**src/rtl/uart_loader_pkg.sv**
```systemverilog
// Shared definitions for the UART boot loader: FSM states,
// UART register map, status bits and response bytes.
package uart_loader_pkg;

  typedef enum logic [2:0] {
    IDLE      = 3'd0,
    POLL_RX   = 3'd1,
    READ_BYTE = 3'd2,
    WRITE_MEM = 3'd3,
    POLL_TX   = 3'd4,
    SEND_RESP = 3'd5,
    FINISH    = 3'd6
  } state_e;

  localparam logic [31:0] REG_DATA   = 32'h0000_0000;
  localparam logic [31:0] REG_STATUS = 32'h0000_0004;

  localparam int RX_EMPTY = 0;
  localparam int TX_FULL  = 1;

  localparam logic [7:0] ACK = 8'h06;
  localparam logic [7:0] NAK = 8'h15;

endpackage

```
**src/rtl/uart_boot_loader.sv**
```systemverilog
// UART boot loader: polls a UART for a length-prefixed word stream,
// writes it to target memory and answers with ACK or NAK.
module uart_boot_loader
  import uart_loader_pkg::*;
#(
  parameter logic [31:0] UART_BASE = 32'h0000_2000,
  parameter logic [31:0] LOAD_BASE = 32'h0000_0000,
  parameter int          MAX_WORDS = 1024
) (
  input  logic        clk,
  input  logic        reset,
  input  logic        start,
  output logic        busy,
  output logic        done,
  output logic        error,
  output logic [31:0] address,
  output logic [31:0] write_data,
  output logic        mem_write,
  output logic        mem_read,
  input  logic [31:0] read_data,
  output logic [31:0] ld_addr,
  output logic [31:0] ld_wdata,
  output logic        ld_we
);

  localparam int          WIW  = $clog2(MAX_WORDS + 1);
  localparam logic [31:0] MAXW = 32'(MAX_WORDS);

  state_e         state_q, state_d;
  logic [1:0]     byte_q, byte_d;
  logic [WIW-1:0] widx_q, widx_d;
  logic [31:0]    len_q, len_d;
  logic [31:0]    word_q, word_d;
  logic           hdr_q, hdr_d;
  logic           nak_q, nak_d;

  logic [31:0]    asm_w;
  logic [WIW-1:0] widx_inc;
  logic           unused_rd;

  assign unused_rd = ^read_data[31:8];
  assign widx_inc  = widx_q + WIW'(1);

  always_comb begin
    asm_w = word_q;
    asm_w[{byte_q, 3'b000} +: 8] = read_data[7:0];
  end

  always_ff @(posedge clk or posedge reset) begin
    if (reset) begin
      state_q <= IDLE;
      byte_q  <= '0;
      widx_q  <= '0;
      len_q   <= '0;
      word_q  <= '0;
      hdr_q   <= 1'b0;
      nak_q   <= 1'b0;
    end else begin
      state_q <= state_d;
      byte_q  <= byte_d;
      widx_q  <= widx_d;
      len_q   <= len_d;
      word_q  <= word_d;
      hdr_q   <= hdr_d;
      nak_q   <= nak_d;
    end
  end

  always_comb begin
    state_d    = state_q;
    byte_d     = byte_q;
    widx_d     = widx_q;
    len_d      = len_q;
    word_d     = word_q;
    hdr_d      = hdr_q;
    nak_d      = nak_q;
    done       = 1'b0;
    error      = 1'b0;
    address    = '0;
    write_data = '0;
    mem_write  = 1'b0;
    mem_read   = 1'b0;
    ld_addr    = '0;
    ld_wdata   = '0;
    ld_we      = 1'b0;

    unique case (state_q)
      IDLE: begin
        if (start) begin
          state_d = POLL_RX;
          byte_d  = '0;
          widx_d  = '0;
          len_d   = '0;
          word_d  = '0;
          hdr_d   = 1'b1;
          nak_d   = 1'b0;
        end
      end
      POLL_RX: begin
        mem_read = 1'b1;
        address  = UART_BASE + REG_STATUS;
        if (!read_data[RX_EMPTY]) state_d = READ_BYTE;
      end
      READ_BYTE: begin
        mem_read = 1'b1;
        address  = UART_BASE + REG_DATA;
        word_d   = asm_w;
        byte_d   = byte_q + 2'd1;
        state_d  = POLL_RX;
        if (byte_q == 2'd3) begin
          if (hdr_q) begin
            // Header word is the payload length in words.
            len_d = asm_w;
            hdr_d = 1'b0;
            if (asm_w == '0) begin
              state_d = POLL_TX;
            end else if (asm_w > MAXW) begin
              nak_d   = 1'b1;
              state_d = POLL_TX;
            end
          end else begin
            state_d = WRITE_MEM;
          end
        end
      end
      WRITE_MEM: begin
        ld_we    = 1'b1;
        ld_addr  = LOAD_BASE + (32'(widx_q) << 2);
        ld_wdata = word_q;
        widx_d   = widx_inc;
        state_d  = (32'(widx_inc) == len_q) ? POLL_TX : POLL_RX;
      end
      POLL_TX: begin
        mem_read = 1'b1;
        address  = UART_BASE + REG_STATUS;
        if (!read_data[TX_FULL]) state_d = SEND_RESP;
      end
      SEND_RESP: begin
        mem_write  = 1'b1;
        address    = UART_BASE + REG_DATA;
        write_data = {24'b0, (nak_q ? NAK : ACK)};
        state_d    = FINISH;
      end
      FINISH: begin
        done    = !nak_q;
        error   = nak_q;
        state_d = IDLE;
      end
      default: state_d = IDLE;
    endcase
  end

  assign busy = (state_q != IDLE);

endmodule

```
**config.mk**
```make
export PLATFORM = sky130hd
export DESIGN_NAME = uart_boot_loader
export DESIGN_NICKNAME = d
export VERILOG_FILES = /design/src/rtl/uart_loader_pkg.sv /design/src/rtl/uart_boot_loader.sv
export SDC_FILE = /design/constraint.sdc
export NUM_CORES = 1
export LEC_CHECK = 0
export CAP_MARGIN = 40
export CORE_ASPECT_RATIO = 1.4
export CORE_MARGIN = 5
export CORE_UTILIZATION = 44
export CTS_BUF_LIST = sky130_fd_sc_hd__clkbuf_4
export DETAILED_ROUTE_END_ITERATION = 16
export PLACE_DENSITY_LB_ADDON = 0.25
export SYNTH_ARGS = -nofsm -noshare
export SYNTH_HDL_FRONTEND = slang
export SYNTH_SLANG_ARGS = --single-unit
```
**constraint.sdc**
```tcl
create_clock -name clk -period 2.5 [get_ports clk]
set_input_delay 0.5 -clock clk [delete_from_list [all_inputs] [get_ports clk]]
set_output_delay 0.5 -clock clk [all_outputs]
set_load 0.02 [all_outputs]
```
==> impl_metrics.csv <==
group,metric,value,unit
detailed_routing,drt-initial-drc-count,309,
floorplan,start_util,44.9,%
status,outcome,"completed",
detailed_routing,wl,14600,µm
grt,grt_util_all_layers,20.7,%
place,gp_congestion,0.873,
logic_synthesis,async_flop_share,100,%
cts,insertion_delay,0.45,ns
place,place_ws,-0.490,ns
power_and_ir_drop,power_density,760,nW/µm²
detailed_routing,wl_per_cell,17.0,µm
cts,root_buffer,"clkbuf_4",
power_and_ir_drop,power_leakage,3.08,nW
logic_synthesis,synth.area.top_cells,"dfrtp_1, buf_4, nand2_1",
power_and_ir_drop,ir_drop,0.000424,V
min_path,min_path_type,"reg2reg",
cts,cts.clk_slew.worst_paths,0.13,ns
layout,fin_util,53.2,%
floorplan,die_width,103,µm
critical_path,critPathCaptureType,"output port",
cts,clk_path_buf_depth,2,
logic_synthesis,synth_most_common_cell,"buf_4",
grt,grt_start_max_net_pins,83,
logic_synthesis,ys_seq_area_share,38.6,%
critical_path,timing.reg2reg.worst_path_depth,9,
cts,htreeDepth,3,
timing,period_minus_slack,2.43,ns
timing,tightest_slew,0.486,ns
grt,grt_pass1_vias,4455,
place,port_buffers,65,
timing,rsz0062_at_grt,"no",
logic_synthesis,synth.top_cells.by_count,"buf_4, nand2_1, dfrtp_1",
layout,multi_input_area,2780,µm²
critical_path,start_kind,"flop",
logic_synthesis,avgSynthCellArea,8.68,µm²
timing,post-route-period-util,97.4,%
grt,grt_overflow,0,
timing,clock-skew-final,0.0120,ns
detailed_routing,drc_errors,0,
timing,hold_ws,0.492,ns
timing,drv_slew,0,
timing,max_slew_margin,67.3,%
critical_path,ff2ff_setup_slack,0.11,ns
layout,final-seq-area,2050,µm²
logic_synthesis,synth-edff-count,0,
critical_path,arrival,1.93,ns
logic_synthesis,synth.distinct_cells,54,
detailed_routing,drtPass1Iterations,5,
logic_synthesis,yosysTopAreaCell,"dfrtp_1",
timing,fmax,0.411,GHz
critical_path,cp_max_fo,4,
floorplan,fp-row-count,47,
floorplan,coreArea,11800,µm²
run,drv_cap,0,
min_path,hold_depth,2,
place,dp_hpwl,10900,µm
layout,num-fill-cells,1154,
grt,antenna_found_initial,1,
timing,setup_ws,0.0657,ns
logic_synthesis,synthFlopType,"dfrtp_1",
logic_synthesis,ys_ff_latch,82,
cts,cts_hold_buffers,0,
critical_path,crit_type,"reg2out",
cts,cts_tree,"done",
timing,finalHoldViolations,0,
logic_synthesis,synth_area,5310,µm²
timing,fin_tns_setup,0,ns
cts,clkSinkCount,82,
floorplan,design.die.area,14400,µm²
layout,area_growth_syn_to_layout,18.5,%
layout,layout.nets,749,
logic_synthesis,syn_inst,612,
logic_synthesis,synth_top_area_share,38.6,%
detailed_routing,ant_nets,0,
logic_synthesis,yosysWarningCount,0,
timing,setup_viol,0,
detailed_routing,viasPerCell,5.25,
floorplan,io_pins,169,
grt,grt_pass1_wl,23300,µm
floorplan,die_height,140,µm
critical_path,cp.required,2.00,ns
cts,cts_buffers,9,
layout,drive_gt1_share,14.6,%
detailed_routing,num_vias,4514,
## worst max-delay path, stage by stage, from the launching register on
cell             delay (ns)
dfrtp_1                0.42
nand3b_1               0.16
buf_4                  0.18
buf_4                  0.17
nor2_1                 0.20
clkdlybuf4s15_1        0.35
## metrics by stage
step / total power [mW] / instance area [µm²] / cells
2_1_floorplan: 3.30 / 5610 / 690
3_3_place_gp: 4.02 / 6090 / 837
3_5_place_dp: 4.07 / 6090 / 837
4_1_cts: 4.76 / 6170 / 854
5_1_grt: 5.11 / 6290 / 860
6_report: 4.78 / 6290 / 860
## where the power goes
group	leakage [nW]	internal, mW	total, mW	switching [mW]
Sequential	1.13	1.47	1.63	0.160
Clock	0.0590	0.192	0.660	0.468
Combinational	1.89	0.965	2.50	1.53
Total	3.08	2.63	4.78	2.16
## final cells by class
cell class | count | area share, %
Antenna cell | 1 | 0.0398
Clock buffer | 9 | 1.07
Clock inverter | 6 | 0.557
Inverter | 9 | 1.01
Multi-Input combinational cell | 478 | 44.1
Sequential cell | 82 | 32.6
Tap cell | 147 | 2.92
Timing Repair Buffer | 127 | 17.5
Timing Repair inverter | 1 | 0.139
## metal layers
| layer | share of wire, % | up-vias | track usage, % |
|---|---|---|---|
| li1 | - | 2134 | - |
| met1 | 40 | 2137 | 26.1 |
| met2 | 50 | 207 | 34.6 |
| met3 | 6.5 | 36 | 2.39 |
| met4 | 3.4 | 0 | 9.96 |
| met5 | 0 | - | 0 |
## cell families (layout without fill, tap and decap cells)
logic type / after synthesis / after routing / share of synthesized area [%]
AND/OR/NAND/NOR: 225 / 225 / 22.5
AO/OA/AOI/OAI: 144 / 144 / 17.5
buffers and inverters: 130 / 152 / 15.9
flip-flops: 82 / 82 / 38.6
XOR/XNOR: 22 / 22 / 3.63
adder cells (fa/ha/maj): 6 / 6 / 1.41
multiplexers: 2 / 2 / 0.377
other: 1 / 80 / 0.0706
## timing repair
action,in CTS,in global routing
cloned,1,0
endpoints found under the setup margin,56,23
resized for setup,58,36
pin swaps,0,9
setup buffers,1,5
## sequential cells by signal (all words and copies together) (netlist names)
| signal | cells |
|---|---|
| state_q | 3 |
| hdr_q | 1 |
| word_q | 32 |
| len_q | 32 |
| nak_q | 1 |
| byte_q | 2 |
| widx_q | 11 |
## cell usage in the layout, fill, tap and decap left out, drive strengths merged, types with 5 or more instances in the layout
cell,instances
and2b,5
o31ai,34
clkbuf,10
ha,6
and2,43
conb,79
nand3,6
xor2,9
a22o,9
a22oi,7
inv,8
dfrtp,82
a21oi,26
clkinv,5
nand4,7
and3,5
dlygate4sd2,36
nor3,7
clkdlybuf4s15,17
clkdlybuf4s50,7
nor2,22
nor2b,22
xnor2,13
buf,62
nand2,83
nor4,10
o21ai,50
## path summary, 6_finish.rpt
kind / from / endpoint
min in group asynchronous: reset / widx_q[1]$_DFFE_PP0P_
max reg2reg: byte_q[1]$_DFFE_PP0P_ / state_q[2]$_DFFE_PP0P_
max in group asynchronous: reset / word_q[21]$_DFFE_PP0P_
min: len_q[29]$_DFFE_PP0P_ / len_q[29]$_DFFE_PP0P_
max: state_q[2]$_DFFE_PP0P_ / ld_wdata[31]
min reg2reg: len_q[29]$_DFFE_PP0P_ / len_q[29]$_DFFE_PP0P_
(Power assumes the default switching activity.)
